## src/rtl/instr_encoder_loader_pkg.sv

```systemverilog
// Shared RV32I encoding constants: instruction classes, ALUctl codes (common with the
// control decoder), opcode/funct fields and the loader FSM state type.
package instr_encoder_loader_pkg;

    localparam logic [2:0] CLS_R      = 3'd0;
    localparam logic [2:0] CLS_I      = 3'd1;
    localparam logic [2:0] CLS_LOAD   = 3'd2;
    localparam logic [2:0] CLS_STORE  = 3'd3;
    localparam logic [2:0] CLS_BRANCH = 3'd4;

    localparam logic [3:0] ALU_ADD = 4'd0;
    localparam logic [3:0] ALU_SUB = 4'd1;
    localparam logic [3:0] ALU_AND = 4'd2;
    localparam logic [3:0] ALU_OR  = 4'd3;
    localparam logic [3:0] ALU_XOR = 4'd4;
    localparam logic [3:0] ALU_SLL = 4'd5;
    localparam logic [3:0] ALU_SRL = 4'd6;

    localparam logic [6:0] OP_R      = 7'b0110011;
    localparam logic [6:0] OP_I      = 7'b0010011;
    localparam logic [6:0] OP_LOAD   = 7'b0000011;
    localparam logic [6:0] OP_STORE  = 7'b0100011;
    localparam logic [6:0] OP_BRANCH = 7'b1100011;

    localparam logic [2:0] F3_WORD = 3'b010;
    localparam logic [2:0] F3_BEQ  = 3'b000;
    localparam logic [6:0] F7_ZERO = 7'b0000000;
    localparam logic [6:0] F7_SUB  = 7'b0100000;

    typedef enum logic [1:0] {
        ST_IDLE = 2'd0,
        ST_LOAD = 2'd1,
        ST_FULL = 2'd2
    } load_state_e;

    // ADD and SUB share funct3; funct7 tells them apart in R-type.
    function automatic logic [2:0] alu_funct3(input logic [3:0] op);
        case (op)
            ALU_AND: alu_funct3 = 3'b111;
            ALU_OR:  alu_funct3 = 3'b110;
            ALU_XOR: alu_funct3 = 3'b100;
            ALU_SLL: alu_funct3 = 3'b001;
            ALU_SRL: alu_funct3 = 3'b101;
            default: alu_funct3 = 3'b000;
        endcase
    endfunction

endpackage

```

## src/rtl/instr_encoder_loader_if.sv

```systemverilog
// Instruction-field input channel (valid/ready) plus the imem write port of the loader.
interface instr_encoder_loader_if #(
    parameter int AW = 5
);
    logic          in_valid;
    logic          in_ready;
    logic [2:0]    in_class;
    logic [3:0]    in_aluop;
    logic [4:0]    in_rd;
    logic [4:0]    in_rs1;
    logic [4:0]    in_rs2;
    logic [12:0]   in_imm;
    logic          imem_we;
    logic [AW-1:0] imem_addr;
    logic [31:0]   imem_wdata;

    modport master (
        output in_valid, in_class, in_aluop, in_rd, in_rs1, in_rs2, in_imm,
        input  in_ready, imem_we, imem_addr, imem_wdata
    );

    modport slave (
        input  in_valid, in_class, in_aluop, in_rd, in_rs1, in_rs2, in_imm,
        output in_ready, imem_we, imem_addr, imem_wdata
    );
endinterface

```

## src/rtl/instr_encoder_loader_rv32_field_encoder.sv

```systemverilog
// Combinational RV32I field packer: {class, aluop, rd, rs1, rs2, imm} -> {word, legal}.
module rv32_field_encoder
    import instr_encoder_loader_pkg::*;
(
    input  logic [2:0]  class_i,
    input  logic [3:0]  aluop_i,
    input  logic [4:0]  rd_i,
    input  logic [4:0]  rs1_i,
    input  logic [4:0]  rs2_i,
    input  logic [12:0] imm_i,
    output logic [31:0] word_o,
    output logic        legal_o
);
    logic [2:0]  f3;
    logic        alu_ok;
    logic        is_shift;
    logic [11:0] i_imm;

    assign f3       = alu_funct3(aluop_i);
    assign alu_ok   = (aluop_i <= ALU_SRL);
    assign is_shift = (aluop_i == ALU_SLL) || (aluop_i == ALU_SRL);
    // Immediate shifts carry only shamt; the upper seven bits must be zero for SLLI/SRLI.
    assign i_imm    = is_shift ? {7'b0, imm_i[4:0]} : imm_i[11:0];

    always_comb begin
        word_o  = '0;
        legal_o = 1'b0;
        case (class_i)
            CLS_R: begin
                word_o  = {(aluop_i == ALU_SUB) ? F7_SUB : F7_ZERO, rs2_i, rs1_i, f3, rd_i, OP_R};
                legal_o = alu_ok;
            end
            CLS_I: begin
                word_o  = {i_imm, rs1_i, f3, rd_i, OP_I};
                legal_o = alu_ok && (aluop_i != ALU_SUB);
            end
            CLS_LOAD: begin
                word_o  = {imm_i[11:0], rs1_i, F3_WORD, rd_i, OP_LOAD};
                legal_o = 1'b1;
            end
            CLS_STORE: begin
                word_o  = {imm_i[11:5], rs2_i, rs1_i, F3_WORD, imm_i[4:0], OP_STORE};
                legal_o = 1'b1;
            end
            CLS_BRANCH: begin
                word_o  = {imm_i[12], imm_i[10:5], rs2_i, rs1_i, F3_BEQ,
                           imm_i[4:1], imm_i[11], OP_BRANCH};
                legal_o = ~imm_i[0];
            end
            default: begin
                word_o  = '0;
                legal_o = 1'b0;
            end
        endcase
    end
endmodule

```

## src/rtl/instr_encoder_loader.sv

```systemverilog
// Loads encoded RV32I words into consecutive imem addresses; one word per handshake,
// written one cycle later. Illegal instructions are accepted, dropped, and flagged in err_o.
module instr_encoder_loader
    import instr_encoder_loader_pkg::*;
#(
    parameter int AW    = 5,
    parameter int DEPTH = 32
) (
    input  logic                  clk,
    input  logic                  rst,
    input  logic                  start_i,
    input  logic                  finish_i,
    instr_encoder_loader_if.slave bus,
    output logic [AW:0]           count_o,
    output logic                  err_o,
    output logic                  full_o,
    output logic                  done_o
);
    localparam logic [AW:0]   DEPTH_C = (AW+1)'(DEPTH);
    localparam logic [AW:0]   LAST_C  = (AW+1)'(DEPTH - 1);
    localparam logic [AW-1:0] PTR_MAX = AW'(DEPTH - 1);

    load_state_e   state_q, state_d;
    logic [AW-1:0] ptr_q, ptr_d;
    logic [AW:0]   count_q, count_d;
    logic          err_q, err_d;
    logic          done_q, done_d;
    logic          we_q, we_d;
    logic [AW-1:0] addr_q, addr_d;
    logic [31:0]   wdata_q, wdata_d;

    logic [31:0]   enc_word;
    logic          enc_legal;
    logic          xfer;

    rv32_field_encoder u_enc (
        .class_i (bus.in_class),
        .aluop_i (bus.in_aluop),
        .rd_i    (bus.in_rd),
        .rs1_i   (bus.in_rs1),
        .rs2_i   (bus.in_rs2),
        .imm_i   (bus.in_imm),
        .word_o  (enc_word),
        .legal_o (enc_legal)
    );

    assign bus.in_ready = (state_q == ST_LOAD) && !finish_i;
    assign xfer         = bus.in_valid && bus.in_ready;

    always_comb begin
        state_d = state_q;
        ptr_d   = ptr_q;
        count_d = count_q;
        err_d   = err_q;
        done_d  = 1'b0;
        we_d    = 1'b0;
        addr_d  = addr_q;
        wdata_d = wdata_q;

        case (state_q)
            ST_IDLE: if (start_i) state_d = ST_LOAD;
            ST_LOAD: begin
                if (start_i)
                    state_d = ST_LOAD;
                else if (finish_i)
                    state_d = ST_IDLE;
                else if (xfer && enc_legal && (count_q == LAST_C))
                    state_d = ST_FULL;
            end
            ST_FULL: begin
                if (start_i)
                    state_d = ST_LOAD;
                else if (finish_i)
                    state_d = ST_IDLE;
            end
            default: state_d = ST_IDLE;
        endcase

        if (xfer) begin
            if (enc_legal) begin
                we_d    = 1'b1;
                addr_d  = ptr_q;
                wdata_d = enc_word;
                count_d = count_q + 1'b1;
                ptr_d   = (ptr_q == PTR_MAX) ? ptr_q : ptr_q + 1'b1;
            end else begin
                err_d = 1'b1;
            end
        end

        if ((state_q != ST_IDLE) && finish_i && !start_i)
            done_d = 1'b1;

        // A restart clears the session counters but lets an accepted word still issue.
        if (start_i) begin
            ptr_d   = '0;
            count_d = '0;
            err_d   = 1'b0;
        end
    end

    always_ff @(posedge clk) begin
        if (rst) begin
            state_q <= ST_IDLE;
            ptr_q   <= '0;
            count_q <= '0;
            err_q   <= 1'b0;
            done_q  <= 1'b0;
            we_q    <= 1'b0;
            addr_q  <= '0;
            wdata_q <= '0;
        end else begin
            state_q <= state_d;
            ptr_q   <= ptr_d;
            count_q <= count_d;
            err_q   <= err_d;
            done_q  <= done_d;
            we_q    <= we_d;
            addr_q  <= addr_d;
            wdata_q <= wdata_d;
        end
    end

    assign bus.imem_we    = we_q;
    assign bus.imem_addr  = addr_q;
    assign bus.imem_wdata = wdata_q;
    assign count_o        = count_q;
    assign err_o          = err_q;
    assign full_o         = (count_q == DEPTH_C);
    assign done_o         = done_q;
endmodule

```

## src/flat_wrapper.sv

```systemverilog
// flat-port wrapper written by rule: the top's interface ports become plain ports
module instr_encoder_loader_flat import instr_encoder_loader_pkg::*;
#(
    parameter int AW    = 5,
    parameter int DEPTH = 32
)
  (clk, rst, start_i, finish_i, count_o, err_o, full_o, done_o, bus_in_valid, bus_in_class, bus_in_aluop, bus_in_rd, bus_in_rs1, bus_in_rs2, bus_in_imm, bus_in_ready, bus_imem_we, bus_imem_addr, bus_imem_wdata);
  instr_encoder_loader_if #(.AW(AW)) bus_i ();
  input  logic clk;
  input  logic rst;
  input  logic start_i;
  input  logic finish_i;
  output logic [AW:0] count_o;
  output logic err_o;
  output logic full_o;
  output logic done_o;
  input wire logic [$bits(bus_i.in_valid)-1:0] bus_in_valid;
  input wire logic [$bits(bus_i.in_class)-1:0] bus_in_class;
  input wire logic [$bits(bus_i.in_aluop)-1:0] bus_in_aluop;
  input wire logic [$bits(bus_i.in_rd)-1:0] bus_in_rd;
  input wire logic [$bits(bus_i.in_rs1)-1:0] bus_in_rs1;
  input wire logic [$bits(bus_i.in_rs2)-1:0] bus_in_rs2;
  input wire logic [$bits(bus_i.in_imm)-1:0] bus_in_imm;
  output wire logic [$bits(bus_i.in_ready)-1:0] bus_in_ready;
  output wire logic [$bits(bus_i.imem_we)-1:0] bus_imem_we;
  output wire logic [$bits(bus_i.imem_addr)-1:0] bus_imem_addr;
  output wire logic [$bits(bus_i.imem_wdata)-1:0] bus_imem_wdata;
  assign bus_i.in_valid = bus_in_valid;
  assign bus_i.in_class = bus_in_class;
  assign bus_i.in_aluop = bus_in_aluop;
  assign bus_i.in_rd = bus_in_rd;
  assign bus_i.in_rs1 = bus_in_rs1;
  assign bus_i.in_rs2 = bus_in_rs2;
  assign bus_i.in_imm = bus_in_imm;
  assign bus_in_ready = bus_i.in_ready;
  assign bus_imem_we = bus_i.imem_we;
  assign bus_imem_addr = bus_i.imem_addr;
  assign bus_imem_wdata = bus_i.imem_wdata;
  instr_encoder_loader #(.AW(AW), .DEPTH(DEPTH)) u_core (.clk(clk), .rst(rst), .start_i(start_i), .finish_i(finish_i), .bus(bus_i), .count_o(count_o), .err_o(err_o), .full_o(full_o), .done_o(done_o));
endmodule
```

## config.mk

```make
export PLATFORM = sky130hd
export DESIGN_NAME = instr_encoder_loader_flat
export DESIGN_NICKNAME = d
export VERILOG_FILES = /design/src/rtl/instr_encoder_loader_pkg.sv /design/src/rtl/instr_encoder_loader_if.sv /design/src/rtl/instr_encoder_loader_rv32_field_encoder.sv /design/src/rtl/instr_encoder_loader.sv /design/src/flat_wrapper.sv
export SDC_FILE = /design/constraint.sdc
export NUM_CORES = 1
export LEC_CHECK = 0
export BUFFER_PORTS_ARGS = -buffer_cell sky130_fd_sc_hd__buf_2
export CAP_MARGIN = 20
export CORE_MARGIN = 5
export CORE_UTILIZATION = 40
export DETAILED_ROUTE_END_ITERATION = 10
export GPL_TIMING_DRIVEN = 0
export PLACE_DENSITY = 0.8
export SETUP_SLACK_MARGIN = 0.1
export SLEW_MARGIN = 20
export SYNTH_ARGS = -nofsm -noshare
export SYNTH_HDL_FRONTEND = slang
export SYNTH_SLANG_ARGS = --single-unit
```

## constraint.sdc

```tcl
create_clock -name clk -period 1.9 [get_ports clk]
set_clock_uncertainty 0.2 [all_clocks]
set_input_delay 0.19 -clock clk [delete_from_list [all_inputs] [get_ports clk]]
set_output_delay 0.19 -clock clk [all_outputs]
set_load 0.01 [all_outputs]
```

==> run summary, run 1 <==
The run finished with clean final reports. The number of distinct standard cells referenced by the synthesized netlist came out at 52. The first global-routing pass estimated 11300 um of wire.

The placeable core region came out at 5890 um2. The overall routed net length is 8110 um. The detailed router finished its first iteration with 201 violations. The number of hold-slack violations in the final timing report came out at 0. The number of nets with antenna violations after detailed routing is 0. The cell sitting at the root of the clock tree is a sky130_fd_sc_hd__clkbuf_8.

The maximum number of pins on one net before global-route repair came out at 15. STA classifies the critical path endpoint as a register. Dividing the detail-routed wire length by the instance count gives 16.1 um. Among all flip-flop cells after synthesis, the most frequent one is sky130_fd_sc_hd__dfxtp_1. The total iterations of the first detailed-routing run is 4. The cell area after layout is 3600 um2. STA puts the critical path data required time at 1.88 ns. The number of pins exceeding their max-slew limit in the final report was 0. IR analysis of the VDD net gives a maximum drop of 0.439 mV.

STA classifies the critical path startpoint as an input port. The post-synth design cell area is 2400 um2. The initial standard-cell utilization of the core is 0.408.

The final RePlAce weighted congestion came out at 0.841. The total cell area at the placement stage is 2950 um2. On the final layout, the worst hold slack is 0.0123 ns.

The port buffer count is 83. The via count of the first global-routing pass is 2462. The number of ports placed on the die boundary is 88. The wire-length estimate of the detail-placed layout is 5110 um. The area enclosed by the die boundary is 7660 um2.

Setup repair after global routing could not meet its margin everywhere. The proportion of layout cells with a drive suffix above 1 came out at 0.375. The final non-filler cell total is 502.

The worst-skew pair later-pin latency came out at 0.31 ns. The analysis attributes to cell leakage a power of 1.51 nW. By area the synthesized netlist is led by sky130_fd_sc_hd__dfxtp_1, sky130_fd_sc_hd__nand2_1, sky130_fd_sc_hd__a21oi_1.

The final route contains 2683 vias. The number of warning messages in the yosys log is 0. The CTS sink count is 50.

The data arrival time of the critical path is 1.84 ns. The utilization of the core after routing is 0.612. The path class of the tightest hold or removal check is input port to register. The fmax is 537 MHz. The worst slew margin relative to its limit is 0.551.

Of the synthesized area, sequential elements account for 0.416. The total power per unit cell area came out at 589 nW/um2. Across the run, the number of max-cap violations was 0. The count of H-tree levels built during CTS came out at 2.

The share of the synthesized area in the top cell type is 0.416. The remaining routing DRC violations is 0. The clock transition at the registers of the reported paths is 0.09 ns. The vertical extent of the die is 87.5 um. In the synthesized netlist the async set-or-reset flop fraction comes to 0.

The startpoint-to-endpoint class of the critical path is input port to register. The total power came out at 2.12 mW. TritonCTS built the clock tree. The final count of negative-setup-slack endpoints is 0. The number of antenna violations at the first check in global routing is 0. The number of antenna diodes is 0.

The number of synthesized flops with an enable pin came out at 0. The number of buffers on the longest clock path came out at 2. The per-instance average area after synthesis is 8.07 um2. The final net count came out at 470. The post-placement cell count is 457. The average via count per standard cell is 5.34. The die is 87.5 um wide. In this run, synthesis produced a sequential element count of 50. The total clock buffers created by CTS came out at 5.

The largest total area in the synthesized netlist belongs to sky130_fd_sc_hd__dfxtp_1. For this run, the total global-route usage over all layers was measured as 0.185. The floorplan has 28 rows. The clock period minus final worst setup slack is 1.86 ns. The critical-path maximum fanout is 7.

The synthesized netlist cell count came out at 298. Summed over all layers, the global routing overflow is 0. The synthesis-to-finish area growth came out at 49.9%.

The slew at the pin closest to its max-slew limit is 0.666 ns. The post-route clock period utilization is 0.980.
-- cell type report --
type | instances | area, um2
inverter | 12 | 45.0
timing repair buffer | 119 | 782
buffer | 20 | 140
clock inverter | 1 | 30.0
clock buffer | 7 | 76.3
fill | 508 | 2280
sequential | 50 | 1010
tap | 75 | 93.8
multi-input combinational | 218 | 1420
-- state kept, by name, indices dropped and copies added (netlist names) --
signal / cells
u_core.err_o: 1
u_core.bus.imem_addr: 5
u_core.count_o: 6
u_core.done_o: 1
u_core.ptr_q: 5
u_core.state_q: 2
u_core.bus.imem_we: 1
u_core.bus.imem_wdata: 29
-- final timing paths --
kind,start,to,slack [ns],depth (start not counted)
worst max register to register,u_core.ptr_q[0]$_SDFFE_PP0P_,u_core.ptr_q[3]$_SDFFE_PP0P_,0.12,7
worst max-delay path,bus_in_aluop[0],u_core.ptr_q[1]$_SDFFE_PP0P_,0.04,8
worst min register to register,u_core.bus.imem_wdata[13]$_SDFFE_PP0P_,u_core.bus.imem_wdata[13]$_SDFFE_PP0P_,0.25,2
worst min-delay path,bus_in_rs2[0],u_core.bus.imem_wdata[20]$_SDFFE_PP0P_,0.01,3
-- worst max-delay path, cell delays in order --
cell and delay [ns]:
sky130_fd_sc_hd__buf_2 0.15, sky130_fd_sc_hd__or4b_4 0.51, sky130_fd_sc_hd__o211a_4 0.31, sky130_fd_sc_hd__buf_6 0.13
sky130_fd_sc_hd__o21ai_4 0.17, sky130_fd_sc_hd__buf_6 0.14, sky130_fd_sc_hd__mux2i_1 0.18, sky130_fd_sc_hd__nor2_1 0.05
-- power breakdown --
part	switching (mW)	internal [mW]
logic	0.173	0.138
clock network	0.354	0.394
registers	0.00660	1.06
total	0.533	1.59
-- cell families after synthesis --
| group | after synthesis | share of synthesized area |
|---|---|---|
| fa+ha+maj | 4 | 0.0208 |
| other cells | 1 | 0.00156 |
| simple gates | 118 | 0.232 |
| buf+inv | 32 | 0.0672 |
| compound gates | 84 | 0.229 |
| xor+xnor | 8 | 0.0292 |
| mux | 1 | 0.00416 |
| flops | 50 | 0.416 |
-- cell usage after synthesis (all sizes together), types with 2 or more instances --
cell type,n
xor2,2
a22oi,5
and2,2
nor2b,2
dfxtp,50
ha,4
inv,11
o211a,2
clkbuf,8
buf,12
o21ai,21
a211oi,3
a221oi,5
nor4b,2
nor3,7
o211ai,4
xnor2,6
nor2,26
a32oi,2
a21oi,36
or3,2
nand2,54
nand3,14
-- cells in the final DEF (no fill, tap or decap), drive strengths merged, types with 5 or more instances in the layout --
cell type / instances
nand3: 14
a21oi: 36
dfxtp: 50
nor3: 7
buf: 112
o21ai: 22
nand2: 54
clkbuf: 16
a221oi: 5
xnor2: 6
a22oi: 5
nor2: 26
dlygate4sd3: 18
inv: 11
-- per-layer routing --
| layer | wire, um | vias to the layer above | GRT usage |
|---|---|---|---|
| met5 | 0 | - | 0 |
| met4 | 119 | 0 | 0.0544 |
| met3 | 668 | 10 | 0.0350 |
| met2 | 4170 | 139 | 0.334 |
| met1 | 3150 | 1253 | 0.223 |
| li1 | - | 1281 | - |
-- stage by stage --
stage / setup slack [ns] / TNS (ns)
finish: 0.0377 / 0
global route: -0.00530 / -0.00939
CTS: 0.0672 / 0
detailed placement: -0.351 / -11.44
global placement: -0.311 / -9.83
floorplan: 0.0921 / 0
-- repair_timing --
action,CTS,global route
resized for setup,14,41
endpoints found under the setup margin,39,44
hold buffers,18,0
setup buffers,5,10
pin swaps,6,15
cloned,0,4
endpoints found under the hold margin,17,0
No activity file was read; power rests on OpenSTA's default activity.
==> run 2, diff against run 1 <==
Settings changed: PLACE_DENSITY 0.8 to 0.79, SYNTH_HIERARCHICAL from default to 1.
==> run summary, run 2 <==
Setup repair after global routing could not meet its margin everywhere. The H-tree generated during clock tree synthesis spans 2 levels. The synthesized netlist cell count came out at 357. The fmax is 549 MHz. Setup violations remaining at the end of the flow were counted as 0. For the worst setup path, the data arrival time is 1.86 ns. The total iterations of the first detailed-routing run came out at 5. The minimum setup slack in the final design is 0.0784 ns. The remaining routing DRC violations is 0. The synthesis-to-finish area growth came out at 30.4%. At the worst endpoint, the required time is 1.93 ns. The overall via count from detail_route is 3009. The CTS sink count is 53. The via count of the first global-routing pass came to 2826. The number of hold-slack violations in the final timing report is 0.

sky130_fd_sc_hd__a21oi_1 is the most common cell in the netlist. Dividing the final minimum period by the clock period gives 0.959. The total global-route track usage came out at 0.193. The commonest cells after synthesis are sky130_fd_sc_hd__a21oi_1, sky130_fd_sc_hd__dfxtp_1, sky130_fd_sc_hd__o21ai_0.

The detail route stage leaves a number of antenna-violating nets equal to 0. The per-instance average area after synthesis is 7.89 um2. The worst setup path is of the register to register kind. The flow ran to the end, and the final reports show no timing, DRC or antenna violations. In this run the clock root is driven by a sky130_fd_sc_hd__clkbuf_8.

The wire length of the first global-routing pass came out at 13700 um. The largest vdd supply drop is 0.356 mV. The leftover overflow at the end of global routing is 0. The proportion of layout cells with a drive suffix above 1 is 0.320. The number of synthesized flops with an enable pin came out at 0. Synthesis inferred 53 register bits.

Entering global routing, the biggest net connects 17 pins. The startpoint kind of the worst setup timing path is a register. After detailed routing, the average wire length per cell comes to 15.7 um. The post-place setup slack came out at -0.316 ns.

The tightest min-delay check is of the input port to register type. The cell area after layout is 3670 um2. The share of synthesized area in the top cell type comes to 0.377. The routed design has 8650 um of wire.

For this run, the number of Yosys warnings is 6. The total power per unit cell area came out at 617 nW/um2. The clock period minus final worst setup slack is 1.82 ns. The total cell area at the placement stage came out at 3420 um2. In this run the worst path has a maximum fanout of 4. After clock tree synthesis, the clock-pin slew on the worst setup and hold paths is 0.10 ns.

The number of distinct standard cells referenced by the synthesized netlist came out at 49. The layout filler cell count came out at 668. The cell row count is 30. The detailed placement HPWL came out at 6290 um.

TritonCTS built the clock tree. The floorplan step set the die height to 93.9 um. Clock tree synthesis inserted a total of 5 buffers.

The placeable core region came out at 6830 um2. Clock latency on the worst-skew pair, taken at its later pin, is 0.31 ns. The main flop type after synthesis is sky130_fd_sc_hd__dfxtp_1. The number of buffers on the longest clock path came out at 2. During I/O placement, the number of pins put on the boundary was 88. The average via count per standard cell came out at 5.45. The initial standard-cell utilization of the core is 0.412. The fraction of registers with async set or reset after synthesis is 0. sky130_fd_sc_hd__dfxtp_1 takes more of the synthesized area than any other cell. The number of pins exceeding their max-slew limit in the final report was 0. The post-synth design cell area is 2820 um2. The sequential share of the synthesized area is 0.377.

The final net count is 500. The combined area of the multi-input logic cells came out at 1610 um2. The library cell used most frequently in the layout, excluding fill and tap cells, is sky130_fd_sc_hd__buf_2. Ranked by total cell area, the synthesized netlist is headed by sky130_fd_sc_hd__dfxtp_1, sky130_fd_sc_hd__a21oi_1, sky130_fd_sc_hd__o21ai_0. 0 antenna diodes ended up in the layout.

The die span in x came out at 93.9 um. For the pin with the worst max-slew slack, the measured transition is 0.540 ns. The port buffer count came out at 84.

The area enclosed by the die boundary is 8820 um2. The total leakage power came out at 1.49 nW. The register with the most flip-flops in the layout has 32 of them. The final RePlAce weighted congestion is 0.865. The DRC marker count from the first detailed-route iteration is 313. The total power came out at 2.27 mW. The number of antenna violations at the first check in global routing was 0.

Registers take 1060 um2. The worst slew margin relative to its limit came out at 0.640. Leaving out fill and tap cells, the most frequent cells in the layout are sky130_fd_sc_hd__buf_2, sky130_fd_sc_hd__a21oi_1, sky130_fd_sc_hd__dfxtp_1, sky130_fd_sc_hd__o21ai_0, sky130_fd_sc_hd__nand3_1.

The tool flagged a number of max-cap violations equal to 0. The worst setup path is captured at a register.
[run 2: cell types whose count changed in the layout (fill, tap and decap cells not counted), sizes merged, moves of 15 or more]
cell         change
dlygate4sd3     -16
nand2           -49
a21oi           +20
nor2            -15
o21ai           +29
nand3           +31
[run 2: layout make-up]
class / count / area share
repair buffers: 91 / 0.131
flip-flops and latches: 53 / 0.290
clock inverters: 2 / 0.0106
clock buffers: 5 / 0.0188
inverters: 11 / 0.0126
plain buffers: 37 / 0.0661
multi-input cells: 257 / 0.438
well taps: 96 / 0.0327
[run 2: worst max-delay path: stages, from the launching register on]
cell,delay (ns)
sky130_fd_sc_hd__dfxtp_2,0.35
sky130_fd_sc_hd__ha_4,0.15
sky130_fd_sc_hd__and3_4,0.18
sky130_fd_sc_hd__ha_4,0.15
sky130_fd_sc_hd__nand2b_4,0.15
sky130_fd_sc_hd__buf_6,0.12
sky130_fd_sc_hd__or3_4,0.32
sky130_fd_sc_hd__a21oi_2,0.13
[run 2: report_power, final]
part / total, mW / internal (mW) / leakage, nW / switching, mW
sequential: 1.13 / 1.12 / 0.429 / 0.00702
combinational: 0.375 / 0.151 / 1.01 / 0.224
clock: 0.764 / 0.391 / 0.0546 / 0.373
[run 2: stage by stage]
| step | hold WS [ns] | instances | TNS (ns) | util |
|---|---|---|---|---|
| detailed placement | 0.259 | 538 | -10.89 | 0.501 |
| global placement | 0.260 | 538 | -10.13 | 0.501 |
| floorplan | 0.126 | 358 | 0 | - |
| finish | 0.0275 | 552 | 0 | 0.537 |
| CTS | 0.0178 | 551 | 0 | 0.526 |
| global route | 0.0514 | 552 | 0 | 0.537 |
[run 2: cell families (layout without fill, tap and decap cells)]
| kind of cell | Yosys count | in the layout | share of synthesized area |
|---|---|---|---|
| flip-flops | 53 | 53 | 0.377 |
| AND/OR/NAND/NOR | 106 | 106 | 0.220 |
| XOR/XNOR | 1 | 1 | 0.00311 |
| adder cells (fa/ha/maj) | 4 | 4 | 0.0178 |
| other | 1 | 2 | 0.00133 |
| multiplexers | 6 | 6 | 0.0213 |
| AO/OA/AOI/OAI | 138 | 138 | 0.280 |
| buffers and inverters | 48 | 146 | 0.0804 |
[run 2: path summary, 6_finish.rpt]
kind                            slack, ns                                  start                               endpoint  cells past startpoint
worst max-delay path                 0.08           u_core/ptr_q[0]$_SDFFE_PP0P_           u_core/ptr_q[0]$_SDFFE_PP0P_                      7
worst min-delay path                 0.03                        bus_in_class[1]  u_core/bus.imem_wdata[6]$_SDFFE_PP0P_                      4
worst max register to register       0.08           u_core/ptr_q[0]$_SDFFE_PP0P_           u_core/ptr_q[0]$_SDFFE_PP0P_                      7
worst min register to register       0.28  u_core/bus.imem_wdata[2]$_SDFFE_PP0P_  u_core/bus.imem_wdata[2]$_SDFFE_PP0P_                      2
[run 2: timing repair]
item | CTS | global route
setup endpoints to repair | 36 | 48
gates resized for setup | 10 | 23
hold endpoints to repair | 3 | 0
pin swaps | 3 | 3
hold buffers | 2 | 0
setup buffers | 4 | 1
[run 2: metal layers]
layer / vias to the layer above / share of wire / global-route usage
met5: - / 0 / 0
met4: 0 / 0.015 / 0.0433
met3: 10 / 0.071 / 0.0401
met2: 104 / 0.46 / 0.315
met1: 1403 / 0.45 / 0.261
li1: 1492 / - / -
==> run 3, diff against run 2 <==
Settings changed: PLACE_DENSITY 0.79 to 0.76.
Clock period 1.9 ns to 2 ns, I/O delays scaled along.
==> run summary, run 3 (synthesized netlist as in run 2, its figures left out) <==
The TritonCTS clock tree is done. The number of antenna diodes is 0. The final non-filler cell total is 555. For this run, the slowest stage of the critical path takes 0.48 ns. The vertical extent of the die is 93.9 um. The total global-route track usage came out at 0.185.

The total power came out at 2.28 mW. CTS built an H-tree with a depth of 2. The total iterations of the first detailed-routing run came out at 5. The final count of negative-setup-slack endpoints is 0.

The total power per unit cell area came out at 613 nW/um2. The proportion of layout cells with a drive suffix above 1 came out at 0.327. The detailed placement HPWL is 6140 um. Summing all flip-flop and latch instances after layout gives 1070 um2. The number of pins exceeding their max-slew limit in the final report is 0. Headroom to the max-slew limit came out at 0.655. The register with the most flip-flops in the layout has 32 of them. The data required time at the worst endpoint came out at 2.04 ns. The signal on the critical path passes through ha_4, and3_4, ha_4, nand2b_4, or4_4, a21oi_2. The region available for standard cell placement spans 6830 um2. For this design, the slowest cell found on the critical path is sky130_fd_sc_hd__or4_4. The destination of the worst register-to-register timing path is u_core/ptr_q[3]$_SDFFE_PP0P_. The initial utilization of the core area, before any placement, comes to 0.412. Leaving out fill and tap cells, the most frequent cells in the layout are sky130_fd_sc_hd__buf_2, sky130_fd_sc_hd__a21oi_1, sky130_fd_sc_hd__dfxtp_1, sky130_fd_sc_hd__o21ai_0, sky130_fd_sc_hd__nand3_1. Summing over every cut layer, the via total after detailed routing is 3072. The library cell used most frequently in the layout, excluding fill and tap cells, is sky130_fd_sc_hd__buf_2. The total overflow left after global routing is 0. The port buffer count is 84.

The average via count per standard cell came out at 5.54. The maximum number of pins on one net before global-route repair came out at 17. The cell row count is 30.

The clock period minus final worst setup slack is 1.89 ns. The die span in x came out at 93.9 um. The number of ports placed on the die boundary is 88. The number of buffers on the longest clock path is 2.

The startpoint-to-endpoint class of the critical path is register to register. The clock transition at the registers of the reported paths came out at 0.10 ns. The slew at the pin closest to its max-slew limit is 0.517 ns. The congestion estimate from routability-driven global placement came to 0.908. By instance count, the cell type seen most on the critical path is sky130_fd_sc_hd__ha_4. The synthesis-to-finish area growth is 32.1%.

The total leakage power is 1.51 nW. STA classifies the critical path startpoint as a register. The worst setup path is captured at a register. In this run the worst setup path terminates at u_core/ptr_q[3]$_SDFFE_PP0P_. In the final routed layout, each cell accounts on average for 15.3 um. The cell sitting at the root of the clock tree is a sky130_fd_sc_hd__clkbuf_8. The number of antenna violations at the first check in global routing is 0. The critical-path maximum fanout is 6.

The run finished with clean final reports. The CTS sink count came out at 53. The startpoint identified for the worst register-to-register timing path is u_core/ptr_q[1]$_SDFFE_PP0P_. The worst-case reg-to-reg path depth is 6. Clock latency on the worst-skew pair, taken at its later pin, is 0.31 ns. The layout filler cell count is 648.

Setup slack on the worst reg-to-reg path comes out at 0.11 ns. The area enclosed by the die boundary came out at 8820 um2. The critical path buffer and inverter count is 0. After detailed routing, the number of remaining DRC violations is 0. The cell family contributing the most delay on the critical path is simple AND/OR/NAND/NOR gates. The overall routed net length is 8520 um.

The data arrival time of the critical path came out at 1.93 ns. The total clock buffers created by CTS is 5. Summing all multi-input logic gate instances after layout gives 1630 um2.

The via count of the first global-routing pass came to 2875. Setup repair after global routing could not meet its margin everywhere. The final net count came out at 502. After routing, the total negative slack on setup checks comes to 0 ns. The post-placement cell count came out at 538. The worst-case IR drop observed on VDD is 0.299 mV. The number of max-cap violations came out at 0. The number of nets with antenna violations after detailed routing is 0. The number of hold-slack violations in the final timing report is 0. The first global-routing pass estimated 13300 um of wire. For this run, the top clock speed supported by timing is 530 MHz. The critical path runs through a total of 6 cells.

In this run the worst setup path begins at u_core/ptr_q[1]$_SDFFE_PP0P_. Of the available clock period, the critical path in the final layout requires 0.944. The tightest min-delay check is of the input port to register type. The DRC marker count from the first detailed-route iteration is 289.
-- run 3: area by class of cell --
type	count	area share
Sequential cell	53	0.287
Clock buffer	5	0.0185
Buffer	37	0.0575
Timing Repair Buffer	93	0.136
Inverter	11	0.0124
Clock inverter	3	0.0175
Multi-Input combinational cell	257	0.439
Tap cell	96	0.0323
-- run 3: what timing repair did --
action                                 in CTS  in global routing
hold buffers                                2                  0
cloned                                      0                  0
endpoints found under the hold margin       3                  0
setup endpoints to repair                  42                 47
setup buffers                               3                  4
resized for setup                          10                 27
pin swaps                                   1                  0
-- run 3: how the worst min path moves through the flow --
stage / from / to / slack (ns) / cells past startpoint
final: finish_i / u_core/state_q[1]$_SDFFE_PP0P_ / 0.06 / 3
after global routing: bus_in_imm[8] / u_core/bus.imem_wdata[28]$_SDFFE_PP0P_ / 0.06 / 4
after CTS: finish_i / u_core/state_q[1]$_SDFFE_PP0P_ / 0.02 / 3
after detailed placement: u_core/err_o$_SDFFE_PP0P_ / u_core/err_o$_SDFFE_PP0P_ / 0.27 / 2
after global placement: u_core/err_o$_SDFFE_PP0P_ / u_core/err_o$_SDFFE_PP0P_ / 0.26 / 2
after floorplan: finish_i / u_core/done_o$_SDFF_PP0_ / 0.14 / 2
-- run 3: power by group --
part / leakage [nW] / total (mW) / internal, mW / switching [mW]
combinational: 1.02 / 0.358 / 0.145 / 0.213
sequential: 0.429 / 1.07 / 1.06 / 0.00623
clock: 0.0681 / 0.854 / 0.497 / 0.357
-- run 3: per-layer routing --
layer	track usage	up-vias	part of all wire
met5	0	-	0
met4	0.0481	0	0.017
met3	0.0449	14	0.082
met1	0.245	1436	0.44
met2	0.300	120	0.46
li1	-	1502	-
-- run 3: worst reg2reg max path, stage by stage (launching register included) --
cell and delay (ns):
sky130_fd_sc_hd__dfxtp_4 0.38, sky130_fd_sc_hd__ha_4 0.16, sky130_fd_sc_hd__and3_4 0.18, sky130_fd_sc_hd__ha_4 0.15, sky130_fd_sc_hd__nand2b_4 0.16, sky130_fd_sc_hd__or4_4 0.48
sky130_fd_sc_hd__a21oi_2 0.13
-- run 3: stage by stage --
step / hold WS, ns / setup WS [ns] / utilization / cell area (um2)
after detailed placement: 0.267 / -0.313 / 0.497 / 3390
after global placement: 0.259 / -0.293 / 0.497 / 3390
after global routing: 0.0591 / 0.0775 / 0.544 / 3720
after CTS: 0.0231 / 0.0856 / 0.525 / 3590
after floorplan: 0.136 / 0.106 / - / 2850
final: 0.0569 / 0.112 / 0.544 / 3720
